==> config.mk <==
export PLATFORM = sky130hd
export DESIGN_NAME = float64_add_requester_flat
export DESIGN_NICKNAME = d
export VERILOG_FILES = /design/src/rtl/float64_add_requester_pkg.sv /design/src/rtl/float64_add_requester_if.sv /design/src/rtl/float64_add_requester_timeout.sv /design/src/rtl/float64_add_requester.sv /design/src/flat_wrapper.sv
export SDC_FILE = /design/constraint.sdc
export NUM_CORES = 1
export LEC_CHECK = 0
export ABC_AREA = 1
export BUFFER_PORTS_ARGS = -buffer_cell sky130_fd_sc_hd__buf_2
export CORE_AREA = 2 2 164 166
export CTS_CLUSTER_SIZE = 20
export DETAILED_ROUTE_END_ITERATION = 12
export DIE_AREA = 0 0 166 168
export GPL_ROUTABILITY_DRIVEN = 0
export GPL_TIMING_DRIVEN = 0
export SYNTH_ARGS = -nofsm -noshare
export SYNTH_HDL_FRONTEND = slang
export SYNTH_SLANG_ARGS = --single-unit
==> constraint.sdc <==
create_clock -name clk -period 1.7 [get_ports clk]
set_clock_uncertainty 0.1 [all_clocks]
set_input_delay 0.17 -clock clk [delete_from_list [all_inputs] [get_ports clk]]
set_output_delay 0.17 -clock clk [all_outputs]
set_load 0.03 [all_outputs]
==> src/rtl/float64_add_requester_pkg.sv <==
// Shared types and constants for the float64 add requester.
// States: IDLE (accepting), ISSUE (start pulse), WAIT (adder busy), HOLD (result buffered).
package float64_req_pkg;

    localparam int DEFAULT_DATA_W = 64;

    // Quiet NaN substituted for a result the adder never delivered.
    localparam logic [63:0] QNAN64 = 64'h7FF8_0000_0000_0000;

    typedef enum logic [1:0] {
        IDLE  = 2'd0,
        ISSUE = 2'd1,
        WAIT  = 2'd2,
        HOLD  = 2'd3
    } req_state_e;

endpackage

==> src/rtl/float64_add_requester_if.sv <==
// Start/fin handshake between the requester (master) and the float64 adder (slave).
// The operands must stay stable from the start cycle until fin.
interface float64_add_requester_if
    import float64_req_pkg::*;
#(
    parameter int DATA_W = DEFAULT_DATA_W
);

    logic              start;
    logic [DATA_W-1:0] a;
    logic [DATA_W-1:0] b;
    logic              fin;
    logic [DATA_W-1:0] return_value;

    modport master (
        output start,
        output a,
        output b,
        input  fin,
        input  return_value
    );

    modport slave (
        input  start,
        input  a,
        input  b,
        output fin,
        output return_value
    );

endinterface

==> src/rtl/float64_add_requester_timeout.sv <==
// WAIT-state watchdog for the float64 add requester.
// Cleared by load, counts while enabled, flags when it reaches LIMIT-1.
// Only instantiated when FLOAT64_REQ_TIMEOUT_EN is defined.
module req_timeout_ctr #(
    parameter int LIMIT = 1024
) (
    input  logic clk,
    input  logic rst,
    input  logic load,
    input  logic enable,
    output logic expired
);

    localparam int CW = (LIMIT > 1) ? $clog2(LIMIT) : 1;

    logic [CW-1:0] cnt_q;
    logic [CW-1:0] cnt_d;

    assign expired = (cnt_q == CW'(LIMIT - 1));

    // Next count: clear on load, otherwise advance until the limit is reached.
    always_comb begin
        cnt_d = cnt_q;
        if (load) begin
            cnt_d = '0;
        end else if (enable && !expired) begin
            cnt_d = cnt_q + CW'(1);
        end
    end

    // Count register with synchronous active-high reset.
    always_ff @(posedge clk) begin
        if (rst) begin
            cnt_q <= '0;
        end else begin
            cnt_q <= cnt_d;
        end
    end

endmodule

==> src/rtl/float64_add_requester.sv <==
// Initiator side of the float64 adder start/fin handshake.
// Accepts operand pairs on a valid/ready port, issues one add at a time,
// buffers the result in a one-entry output stage and presents it downstream.
// Optional macro FLOAT64_REQ_TIMEOUT_EN adds a WAIT-state watchdog that
// substitutes a quiet NaN (out_err=1) when the adder never answers.
module float64_add_requester
    import float64_req_pkg::*;
#(
    parameter int DATA_W         = DEFAULT_DATA_W,
    parameter int CNT_W          = 32,
    parameter int TIMEOUT_CYCLES = 1024
) (
    input  logic                    clk,
    input  logic                    rstN,        // synchronous, active-high despite the name

    input  logic                    in_valid,
    output logic                    in_ready,
    input  logic [DATA_W-1:0]       in_a,
    input  logic [DATA_W-1:0]       in_b,

    float64_add_requester_if.master add_if,

    output logic                    out_valid,
    input  logic                    out_ready,
    output logic [DATA_W-1:0]       out_data,
    output logic                    out_err,
    output logic [CNT_W-1:0]        done_cnt,
    output logic                    spurious_fin
);

    req_state_e        state_q, state_d;
    logic [DATA_W-1:0] a_q, a_d;
    logic [DATA_W-1:0] b_q, b_d;
    logic              start_q, start_d;
    logic              out_valid_q, out_valid_d;
    logic [DATA_W-1:0] out_data_q, out_data_d;
    logic              out_err_q, out_err_d;
    logic [CNT_W-1:0]  done_cnt_q, done_cnt_d;
    logic              spurious_q, spurious_d;

    // High in the WAIT cycle where the watchdog gives up on the adder.
    logic              timeout_hit;

`ifdef FLOAT64_REQ_TIMEOUT_EN
    logic timeout_load;
    logic timeout_enable;
    logic timeout_expired;

    // The counter clears during ISSUE so it reads zero on WAIT entry,
    // and advances on every WAIT cycle without fin.
    assign timeout_load   = (state_q == ISSUE);
    assign timeout_enable = (state_q == WAIT) && !add_if.fin;

    req_timeout_ctr #(
        .LIMIT   (TIMEOUT_CYCLES)
    ) u_timeout (
        .clk     (clk),
        .rst     (rstN),
        .load    (timeout_load),
        .enable  (timeout_enable),
        .expired (timeout_expired)
    );

    assign timeout_hit = timeout_expired;
`else
    assign timeout_hit = 1'b0;
`endif

    // Adder-side outputs come straight from registers.
    assign add_if.start = start_q;
    assign add_if.a     = a_q;
    assign add_if.b     = b_q;

    // Downstream outputs come straight from registers.
    assign out_valid    = out_valid_q;
    assign out_data     = out_data_q;
    assign out_err      = out_err_q;
    assign done_cnt     = done_cnt_q;
    assign spurious_fin = spurious_q;

    // Next-state and handshake logic for the IDLE/ISSUE/WAIT/HOLD sequence.
    always_comb begin
        // NOTE: every signal assigned below gets a default first, so no path leaves one unassigned (no latch).
        state_d     = state_q;
        a_d         = a_q;
        b_d         = b_q;
        start_d     = 1'b0;
        out_valid_d = out_valid_q;
        out_data_d  = out_data_q;
        out_err_d   = out_err_q;
        done_cnt_d  = done_cnt_q;
        spurious_d  = spurious_q;
        in_ready    = 1'b0;

        // A fin outside WAIT belongs to no request: flag it and otherwise ignore it.
        if (add_if.fin && (state_q != WAIT)) begin
            spurious_d = 1'b1;
        end

        case (state_q)
            IDLE: begin
                in_ready = 1'b1;
                if (in_valid) begin
                    a_d     = in_a;
                    b_d     = in_b;
                    start_d = 1'b1;
                    state_d = ISSUE;
                end
            end

            ISSUE: begin
                // start_q is high for this single cycle; the default drops it.
                state_d = WAIT;
            end

            WAIT: begin
                // A fin in the limit cycle takes priority over the timeout.
                if (add_if.fin) begin
                    out_data_d  = add_if.return_value;
                    out_valid_d = 1'b1;
                    out_err_d   = 1'b0;
                    done_cnt_d  = done_cnt_q + CNT_W'(1);
                    state_d     = HOLD;
                end else if (timeout_hit) begin
                    out_data_d  = DATA_W'(QNAN64);
                    out_valid_d = 1'b1;
                    out_err_d   = 1'b1;
                    state_d     = HOLD;
                end
            end

            HOLD: begin
                // in_ready stays low in the release cycle; IDLE accepts on the next one.
                if (out_ready) begin
                    out_valid_d = 1'b0;
                    state_d     = IDLE;
                end
            end

            default: begin
                state_d = IDLE;
            end
        endcase
    end

    // State and datapath registers; reset abandons any in-flight add.
    always_ff @(posedge clk) begin
        // NOTE: reset is synchronous and active-high; every register here is small control or data state, so all are cleared.
        if (rstN) begin
            state_q     <= IDLE;
            a_q         <= '0;
            b_q         <= '0;
            start_q     <= 1'b0;
            out_valid_q <= 1'b0;
            out_data_q  <= '0;
            out_err_q   <= 1'b0;
            done_cnt_q  <= '0;
            spurious_q  <= 1'b0;
        end else begin
            // NOTE: non-blocking assignments so every register updates from pre-edge values.
            state_q     <= state_d;
            a_q         <= a_d;
            b_q         <= b_d;
            start_q     <= start_d;
            out_valid_q <= out_valid_d;
            out_data_q  <= out_data_d;
            out_err_q   <= out_err_d;
            done_cnt_q  <= done_cnt_d;
            spurious_q  <= spurious_d;
        end
    end

endmodule

==> src/flat_wrapper.sv <==
// flat-port wrapper written by rule: the top's interface ports become plain ports
module float64_add_requester_flat import float64_req_pkg::*;
#(
    parameter int DATA_W         = DEFAULT_DATA_W,
    parameter int CNT_W          = 32,
    parameter int TIMEOUT_CYCLES = 1024
)
  (clk, rstN, in_valid, in_ready, in_a, in_b, out_valid, out_ready, out_data, out_err, done_cnt, spurious_fin, add_if_start, add_if_a, add_if_b, add_if_fin, add_if_return_value);
  float64_add_requester_if #(.DATA_W(DATA_W)) add_if_i ();
  input  logic clk;
  input  logic rstN;
  input  logic in_valid;
  output logic in_ready;
  input  logic [DATA_W-1:0] in_a;
  input  logic [DATA_W-1:0] in_b;
  output logic out_valid;
  input  logic out_ready;
  output logic [DATA_W-1:0] out_data;
  output logic out_err;
  output logic [CNT_W-1:0] done_cnt;
  output logic spurious_fin;
  output wire logic [$bits(add_if_i.start)-1:0] add_if_start;
  output wire logic [$bits(add_if_i.a)-1:0] add_if_a;
  output wire logic [$bits(add_if_i.b)-1:0] add_if_b;
  input wire logic [$bits(add_if_i.fin)-1:0] add_if_fin;
  input wire logic [$bits(add_if_i.return_value)-1:0] add_if_return_value;
  assign add_if_start = add_if_i.start;
  assign add_if_a = add_if_i.a;
  assign add_if_b = add_if_i.b;
  assign add_if_i.fin = add_if_fin;
  assign add_if_i.return_value = add_if_return_value;
  float64_add_requester #(.DATA_W(DATA_W), .CNT_W(CNT_W), .TIMEOUT_CYCLES(TIMEOUT_CYCLES)) u_core (.clk(clk), .rstN(rstN), .in_valid(in_valid), .in_ready(in_ready), .in_a(in_a), .in_b(in_b), .add_if(add_if_i), .out_valid(out_valid), .out_ready(out_ready), .out_data(out_data), .out_err(out_err), .done_cnt(done_cnt), .spurious_fin(spurious_fin));
endmodule
Word level (Yosys, flattened, before mapping)
Cells that the tools add are included.

cells by class
  add/sub/neg operators = 1
  reduce and logical (&&, ||, !) cells = 8
  mux-type cells = 9
  bitwise logic cells = 1
  equality and inequality tests = 7

operator list
  cell                                                  number
  adder 32 x 1 -> 32 bit (second input constant)        1
  != test 2 bit (second input constant)                 4
  one-hot mux 2 bit (4 select lines)                    1
  two-way mux 2 bit                                     3
  AND reduction 3 bit                                   2
  equality test 2 bit (second input constant)           2
  two-way mux 1 bit                                     4
  AND reduction 2 bit                                   2
  equality test 2 x 1 -> 1 bit (second input constant)  1
  logical NOT 2 bit                                     1
  one-hot mux 1 bit (2 select lines)                    1
  nonzero test 2 bit                                    1
  OR reduction 2 bit                                    1
  logical AND 1 bit                                     1
  NOT 1 bit                                             1

word-level totals
  flip-flop bits (word level) = 229
  output and inout port bits = 229
  input port bits = 197
  logic and storage cells = 34

Longest topological paths before layout
Gate-level depths: netlist (run 1).

  depth after elaboration = 3
  mapped depth = 11
  depth with buffers taken out = 10

Worst setup path after synthesis (run 1)
No wires, ideal clock.

  kind = register -> register
  start point = register u_core.state_q[0]
  end point = register u_core.b_q[43] (netlist: u_core.add_if.b[43])
  cell stages (with the launch flop) = 9
  library setup time = 64 ps
  arrival time = 1585 ps
  data required time = 1536 ps
  setup slack = -50 ps
  buffers on the path = 2
  period minus slack after synthesis = 1750 ps
  path through = dfxtp_1 -> inv_1 -> ha_1 -> nand2_1 -> inv_1 -> buf_2 -> clkbuf_1 -> nor2_1 -> nor2_1

between the ends
  longest elaborated chain between the ends = 2

ends and longest elaborated chain
  element                               line                          source
  from (decl)                           float64_add_requester.sv:31   req_state_e state_q, state_d;
  from (signal assigned)                float64_add_requester.sv:161  state_q <= state_d;
  logical NOT 2 bit                     float64_add_requester.sv:100  case (state_q)
  AND reduction 2 bit (no source line)  -
  to (signal assigned)                  float64_add_requester.sv:152  b_q <= '0;
  to (signal assigned)                  float64_add_requester.sv:163  b_q <= b_d;
  to (decl)                             float64_add_requester.sv:33   logic [DATA_W-1:0] b_q, b_d;

Every way passes these cells.
A chain may end at the register's enable or synchronous reset.

Final worst setup path (run 1)
  start point = register u_core.state_q[0]
  end point = register u_core.done_cnt_q[22] (netlist: u_core.done_cnt[22])

between the ends
  longest elaborated chain between the ends = 2

ends and longest elaborated chain
  element                               line                          source
  equality test 2 bit                   float64_add_requester.sv:100
  AND reduction 2 bit (no source line)  -
  to (signal assigned)                  float64_add_requester.sv:168  done_cnt_q <= done_cnt_d;
  to (decl)                             float64_add_requester.sv:38   logic [CNT_W-1:0] done_cnt_q, done_cnt_d;

Every way passes these cells.

==> out/qor.yml, run 1 <==
status:
  status: "completed"
pwr:
  p_leak_nw: 6.68
  vdd_ir_drop_max_uv: 1070
  p_per_area_nw_per_um2: 1470
route:
  post-route-drc-count: 0
  dr.pass1.iters: 5
  ant_nets: 0
  vias: 10063
  first_iter_violations: 579
  routed_wl_um: 32900
  vias_per_cell: 4.64
  routedWlPerCell_um: 15.2
worst_setup_path:
  critPathMaxFanout: 5
  crit_family: "simple AND/OR/NAND/NOR gates"
  cpMostUsedCell: "nor2_4"
  critPathKind: "register to register"
  cp-end-kind: "register"
  slowest_stage: "dfxtp_2"
  critPathRequiredTime_ns: 2.01
  worst_path_largest_cell_delay_ns: 0.34
  start_kind: "register"
  crit_chain: "inv_4 -> ha_4 -> nand3_4 -> nor2_4 -> nand2_2 -> nor2_4 -> buf_4 -> nand3_1 -> nand2_1 -> nor2_1"
  crit_buf_inv: 2
  arrival_ns: 1.95
layout:
  layout-drive-gt1-share_pct: 30.3
  final_area_sq_um: 14200
  finalNetCount: 2010
  syn_to_final_growth_pct: 66.2
  fin_util_pct: 53.8
grt:
  antenna_found_initial: 1
  grt_max_degree: 14
  grt_pass1_wl_um: 51000
  grt_pass1_vias: 9953
  track_usage_pct: 22.4
  overflow: 0
synth:
  avgSynthCellArea_sq_um: 7.42
  yosys_register_bits: 229
  yosys_warnings: 0
  synth_cells: 1151
  synthDistinctLibCells: 30
  syn_area_sq_um: 8540
  synth_nets: 1353
  ys_seq_area_share_pct: 53.7
floorplan:
  floorplan.die.width_um: 166
  core_sq_um: 26400
  die-area_sq_um: 27900
  die_y_um: 168
  ios: 426
  fp-row-count: 60
  initial_core_util_pct: 32.4
clock_network:
  clkLatencyLatePin_ns: 0.53
  clock_sinks: 229
  cts_buffers: 27
  cts_max_level: 1
  cts.path.max_buffers: 3
  cts_tree: "done"
  cts_root_buffer: "clkbuf_16"
  clk_pin_slew_worst_paths_ns: 0.06
placed_design:
  dp_hpwl_um: 23000
  io_buffers: 423
  dpl_cell_area_sq_um: 11100
timing:
  post-route-period-util_pct: 96.0
  hold_slack_ns: 0.204
  worstMarginPinSlew_ns: 0.648
  fin_tns_setup_ns: 0
  max_freq_mhz: 613
  setup_viol: 0
  hold_viol: 0
  drv_slew: 0
  rsz0062_at_grt: "true"
  finalCriticalPeriod_ns: 1.63
  relSlewSlack_pct: 56.8
worst_hold_path:
  holdCritPathClass: "input port to register"
job:
  drv_cap: 0
## final cells by class
class                   count  area (sq um)
inverters                  41           156
flip-flops and latches    229          4590
clock buffers              38           737
fillers                  2475         12200
plain buffers              69           407
diodes                      1          2.50
well taps                 341           427
repair buffers            628          4150
multi-input cells         812          3610
clock inverters            10           110
## registers in the layout, summed over array words and instances, names as in the netlist
name,cells
u_core.out_data,64
u_core.add_if.start,1
u_core.out_valid,1
u_core.add_if.a,64
u_core.done_cnt,32
u_core.add_if.b,64
u_core.state_q,2
u_core.spurious_fin,1
## worst register-to-register path: cells and delay by family (launching register included)
| family | cells | cell delay (ns) |
|---|---|---|
| buffers and inverters | 2 | 0.23 |
| adders and majority gates | 1 | 0.19 |
| and+or+nand+nor | 7 | 0.67 |
| DFF | 1 | 0.34 |
## per-layer routing
metal | track usage [%] | up-vias | part of all wire [%]
li1 | - | 4983 | -
met1 | 26.8 | 4617 | 42
met2 | 38.3 | 353 | 47
met3 | 5.45 | 110 | 6.2
met4 | 9.91 | 0 | 4.9
met5 | 0 | - | 0
## logic make-up after synthesis
| logic type | count (synthesis) | share of synthesized area (%) |
|---|---|---|
| simple gates | 585 | 27.3 |
| flops | 229 | 53.7 |
| compound gates | 219 | 12.9 |
| buf+inv | 110 | 5.15 |
| fa+ha+maj | 5 | 0.733 |
| xor+xnor | 2 | 0.205 |
| other cells | 1 | 0.0439 |
## synthesized netlist by cell type (all sizes together)
library cell | n | share of area, %
nor2 | 461 | 21
conb | 1 | 0.044
nand3b | 1 | 0.088
xor2 | 2 | 0.21
or2 | 1 | 0.073
and3 | 1 | 0.073
inv | 41 | 1.8
a21oi | 14 | 0.82
clkbuf | 53 | 2.3
o22ai | 1 | 0.073
ha | 5 | 0.73
buf | 16 | 1.0
a31o | 1 | 0.10
and2 | 4 | 0.29
nand4 | 11 | 0.81
dfxtp | 229 | 54
nand3 | 18 | 1.1
nand2 | 86 | 4.0
nor3 | 2 | 0.18
o21ai | 203 | 12
## final timing paths
check	start	end	slack (ns)	cells after the start
setup / recovery	u_core.state_q[0]	u_core.done_cnt[22]	0.07	10
hold / removal	rstN	u_core.add_if.a[2]	0.20	5
hold reg to reg	u_core.out_valid	u_core.out_valid	0.37	2
setup reg to reg	u_core.state_q[0]	u_core.done_cnt[22]	0.07	10
## power breakdown
part	switching (W)	internal, W
clock network	0.00230	0.00332
registers	0.000607	0.00657
logic	0.00544	0.00261
## placed cells by master (no fill, tap or decap), types with 6 or more instances in the layout
master,n
nor2_1,450
buf_2,430
dfxtp_1,226
dlygate4sd3_1,196
o21ai_0,160
nand2_1,80
inv_1,39
o21ai_1,37
clkbuf_1,30
clkbuf_16,27
buf_4,24
nand3_1,17
a21oi_1,14
clkbuf_2,14
nand4_1,11
nor2_4,6
clkbuf_4,6
o21ai_2,6
## timing repair
action | in CTS | in global routing
cloned | 0 | 1
gates resized for setup | 64 | 87
pin swaps | 0 | 9
hold buffers | 196 | 0
hold endpoints to repair | 203 | 0
setup buffers | 1 | 7
setup endpoints to repair | 217 | 190
## per-stage QoR
step	total power, W	worst slack, ns	cells
after floorplan	0.0121	0.0528	1151
after detailed placement	0.0144	-0.570	1915
after global routing	0.0220	-0.0482	2169
final	0.0208	0.0678	2169
after CTS	0.0207	0.0129	2160
after global placement	0.0143	-0.539	1915
(Power assumes the default switching activity.)
==> run 2: changes to the inputs <==
- ABC_AREA: 1 -> unset
- CORE_AREA: 2 2 164 166 -> 2 2 167 169
- DIE_AREA: 0 0 166 168 -> 0 0 169 171
- clock period: 1.7 -> 1.9 ns (I/O delays scaled with it)
==> out/qor.yml, run 2 <==
status:
  status: "complete, but fails checks"
  violations: "negative setup slack"
timing:
  hold_slack_ns: 0.0239
  setup_viol: 20
  finalCriticalPeriod_ns: 2.21
  worstMarginPinSlew_ns: 0.659
  drv_slew: 0
  hold_viol: 0
  relSlewSlack_pct: 56.1
  max_freq_mhz: 453
  worst_slack_ns: -0.305
  rsz0062_at_grt: "true"
  post-route-period-util_pct: 116
layout:
  syn_to_final_growth_pct: 71.2
  final_area_sq_um: 14200
  layout-drive-gt1-share_pct: 34.5
  final_common_cell: "buf_2"
  finalNetCount: 1912
  final_cell_mix: "429 x buf_2, 397 x nand2_1, 205 x a21oi_1, 205 x dfxtp_1, 195 x dlygate4sd3_1"
route:
  vias: 9718
  post-route-drc-count: 0
  wl_met2_um: 16400
  met1Wirelength_um: 12900
  top_layer_used: "met4"
  routedWlPerCell_um: 16.0
  routed_wl_um: 33000
  dr.pass1.iters: 5
  dr_wl_met3_um: 2640
  ant_nets: 0
  first_iter_violations: 500
  vias_per_cell: 4.69
synth:
  synth_cells: 1044
  yosysTopAreaCell: "dfxtp_1"
  synthDistinctLibCells: 35
  synth_nets: 1246
  yosys_warnings: 0
  yosys_register_bits: 229
  avgSynthCellArea_sq_um: 7.96
  synth_top_cells_by_area: "dfxtp_1 55%, nand2_1 18%, a21oi_1 13%, clkbuf_1 2.8%, or4_1 1.2%"
  synth.most_common_cell: "nand2_1"
  synth_ff_type: "dfxtp_1"
  async_flop_share_pct: 0
  syn_area_sq_um: 8310
  ys_seq_area_share_pct: 55.2
  synth.top_cell.area_share_pct: 55.2
  synth-edff-count: 0
  synthTopCellsByCount: "398 x nand2_1, 229 x dfxtp_1, 214 x a21oi_1"
clock_network:
  cts_max_level: 1
  cts_root_buffer: "clkbuf_16"
  clk_pin_slew_worst_paths_ns: 0.06
  cts.path.max_buffers: 3
  cts_buffers: 26
  clkLatencyLatePin_ns: 0.52
  clock_sinks: 229
  cts_tree: "done"
floorplan:
  die-area_sq_um: 28900
  ios: 426
  floorplan.die.width_um: 169
  core_sq_um: 27300
  fp-row-count: 61
  initial_core_util_pct: 30.4
  die_y_um: 171
placed_design:
  io_buffers: 423
  dpl_cell_area_sq_um: 11000
  dp_hpwl_um: 22200
  pre_cts_ws_ns: -0.582
worst_setup_path:
  reg2reg_slack_ns: -0.31
  cpMostUsedCell: "or4_4"
  worst_path_largest_cell_delay_ns: 0.55
  arrival_ns: 2.55
  rr_worst_depth: 7
  critPathKind: "register to register"
  crit_chain: "inv_2 -> ha_4 -> buf_4 -> nand4_1 -> or4_4 -> or4_4 -> a21oi_2"
  cp-end-kind: "register"
  start_kind: "register"
  critPathMaxFanout: 5
  critPathRequiredTime_ns: 2.24
  slowest_stage: "or4_4"
  r2r-start: "u_core.state_q[0]"
  rr_endpoint: "u_core.done_cnt[22]"
pwr:
  p_per_area_nw_per_um2: 1070
  p_leak_nw: 6.39
  vdd_ir_drop_max_uv: 608
  total_power_w: 0.0153
worst_hold_path:
  worstHoldPathCells: 4
  holdPathEnd: "u_core.out_valid"
  hp-start: "add_if_fin"
  holdCritPathClass: "input port to register"
grt:
  overflow: 0
  grt_max_degree: 13
  grt_pass1_vias: 9365
  antenna_found_initial: 1
  track_usage_pct: 21.1
  grt_pass1_wl_um: 48700
job:
  drv_cap: 0
[run 2: changes by cell type in the layout (fill, tap and decap cells not counted), sizes merged, moves of 7 or more]
cell   before  now
a21oi      14  214
buf       457  470
inv        43   12
nand2      86  398
nand3      18    8
nor2      461   20
o21ai     203    8
o31ai       0   11
or3         0    9
or4         0   15
xnor2       0    7
[run 2: where the power goes]
part / internal [W] / switching (W) / total [W] / leakage (nW)
logic: 0.00162 / 0.00304 / 0.00466 / 4.10
registers: 0.00539 / 0.000303 / 0.00569 / 1.88
clock network: 0.00296 / 0.00196 / 0.00492 / 0.404
total: 0.00997 / 0.00530 / 0.0153 / 6.38
[run 2: repair_timing]
| action | in CTS | in global routing |
|---|---|---|
| endpoints found under the hold margin | 195 | 0 |
| pin swaps | 8 | 12 |
| hold buffers | 195 | 0 |
| setup buffers | 11 | 9 |
| gates cloned | 1 | 2 |
| endpoints found under the setup margin | 190 | 201 |
| resized for setup | 41 | 116 |
[run 2: final cells by class]
cell class | instances | area [sq um]
Clock inverter | 6 | 83.8
Multi-Input combinational cell | 728 | 3530
Tap cell | 346 | 433
Buffer | 74 | 482
Inverter | 11 | 41.3
Sequential cell | 229 | 4640
Fill cell | 2514 | 13100
Antenna cell | 1 | 2.50
Timing Repair Buffer | 640 | 4280
Clock buffer | 35 | 737
[run 2: worst max path at each step]
stage	start	to	slack, ns	cells after the start
floorplan	u_core.done_cnt[13]	u_core.done_cnt[31]	-0.16	6
global placement	u_core.state_q[0]	u_core.add_if.a[21]	-0.60	7
detailed placement	u_core.state_q[0]	u_core.add_if.a[21]	-0.58	7
CTS	u_core.state_q[0]	u_core.done_cnt[27]	-0.27	7
global route	u_core.state_q[0]	u_core.done_cnt[22]	-0.36	7
finish	u_core.state_q[0]	u_core.done_cnt[22]	-0.31	7
[run 2: stage by stage]
step                utilization (%)  std cells  setup TNS (ns)
finish                         52.1       2070           -3.71
global route                   52.1       2070           -5.11
CTS                            50.8       2059           -3.16
detailed placement             40.1       1813          -63.43
global placement               40.1       1813          -61.34
floorplan                         -       1044           -1.41
[run 2: critical path: cells and delay by family (launching register included)]
kind	cells	cell delay (ns)
AO/OA/AOI/OAI	1	0.16
flip-flops	1	0.32
AND/OR/NAND/NOR	3	1.22
adder cells (fa/ha/maj)	1	0.14
buffers and inverters	2	0.18
[run 2: cells by family after synthesis]
| logic type | after synthesis | synth area share (%) |
|---|---|---|
| simple gates | 472 | 23.3 |
| compound gates | 236 | 14.7 |
| flops | 229 | 55.2 |
| buf+inv | 88 | 4.67 |
| xor+xnor | 11 | 1.16 |
| fa+ha+maj | 5 | 0.753 |
| mux | 2 | 0.256 |
| other cells | 1 | 0.0451 |
[run 2: metal layers]
metal,GRT usage (%),vias up
li1,-,4769
met1,24.1,4465
met2,37.3,406
met3,5.39,78
met4,9.14,0
met5,0,-
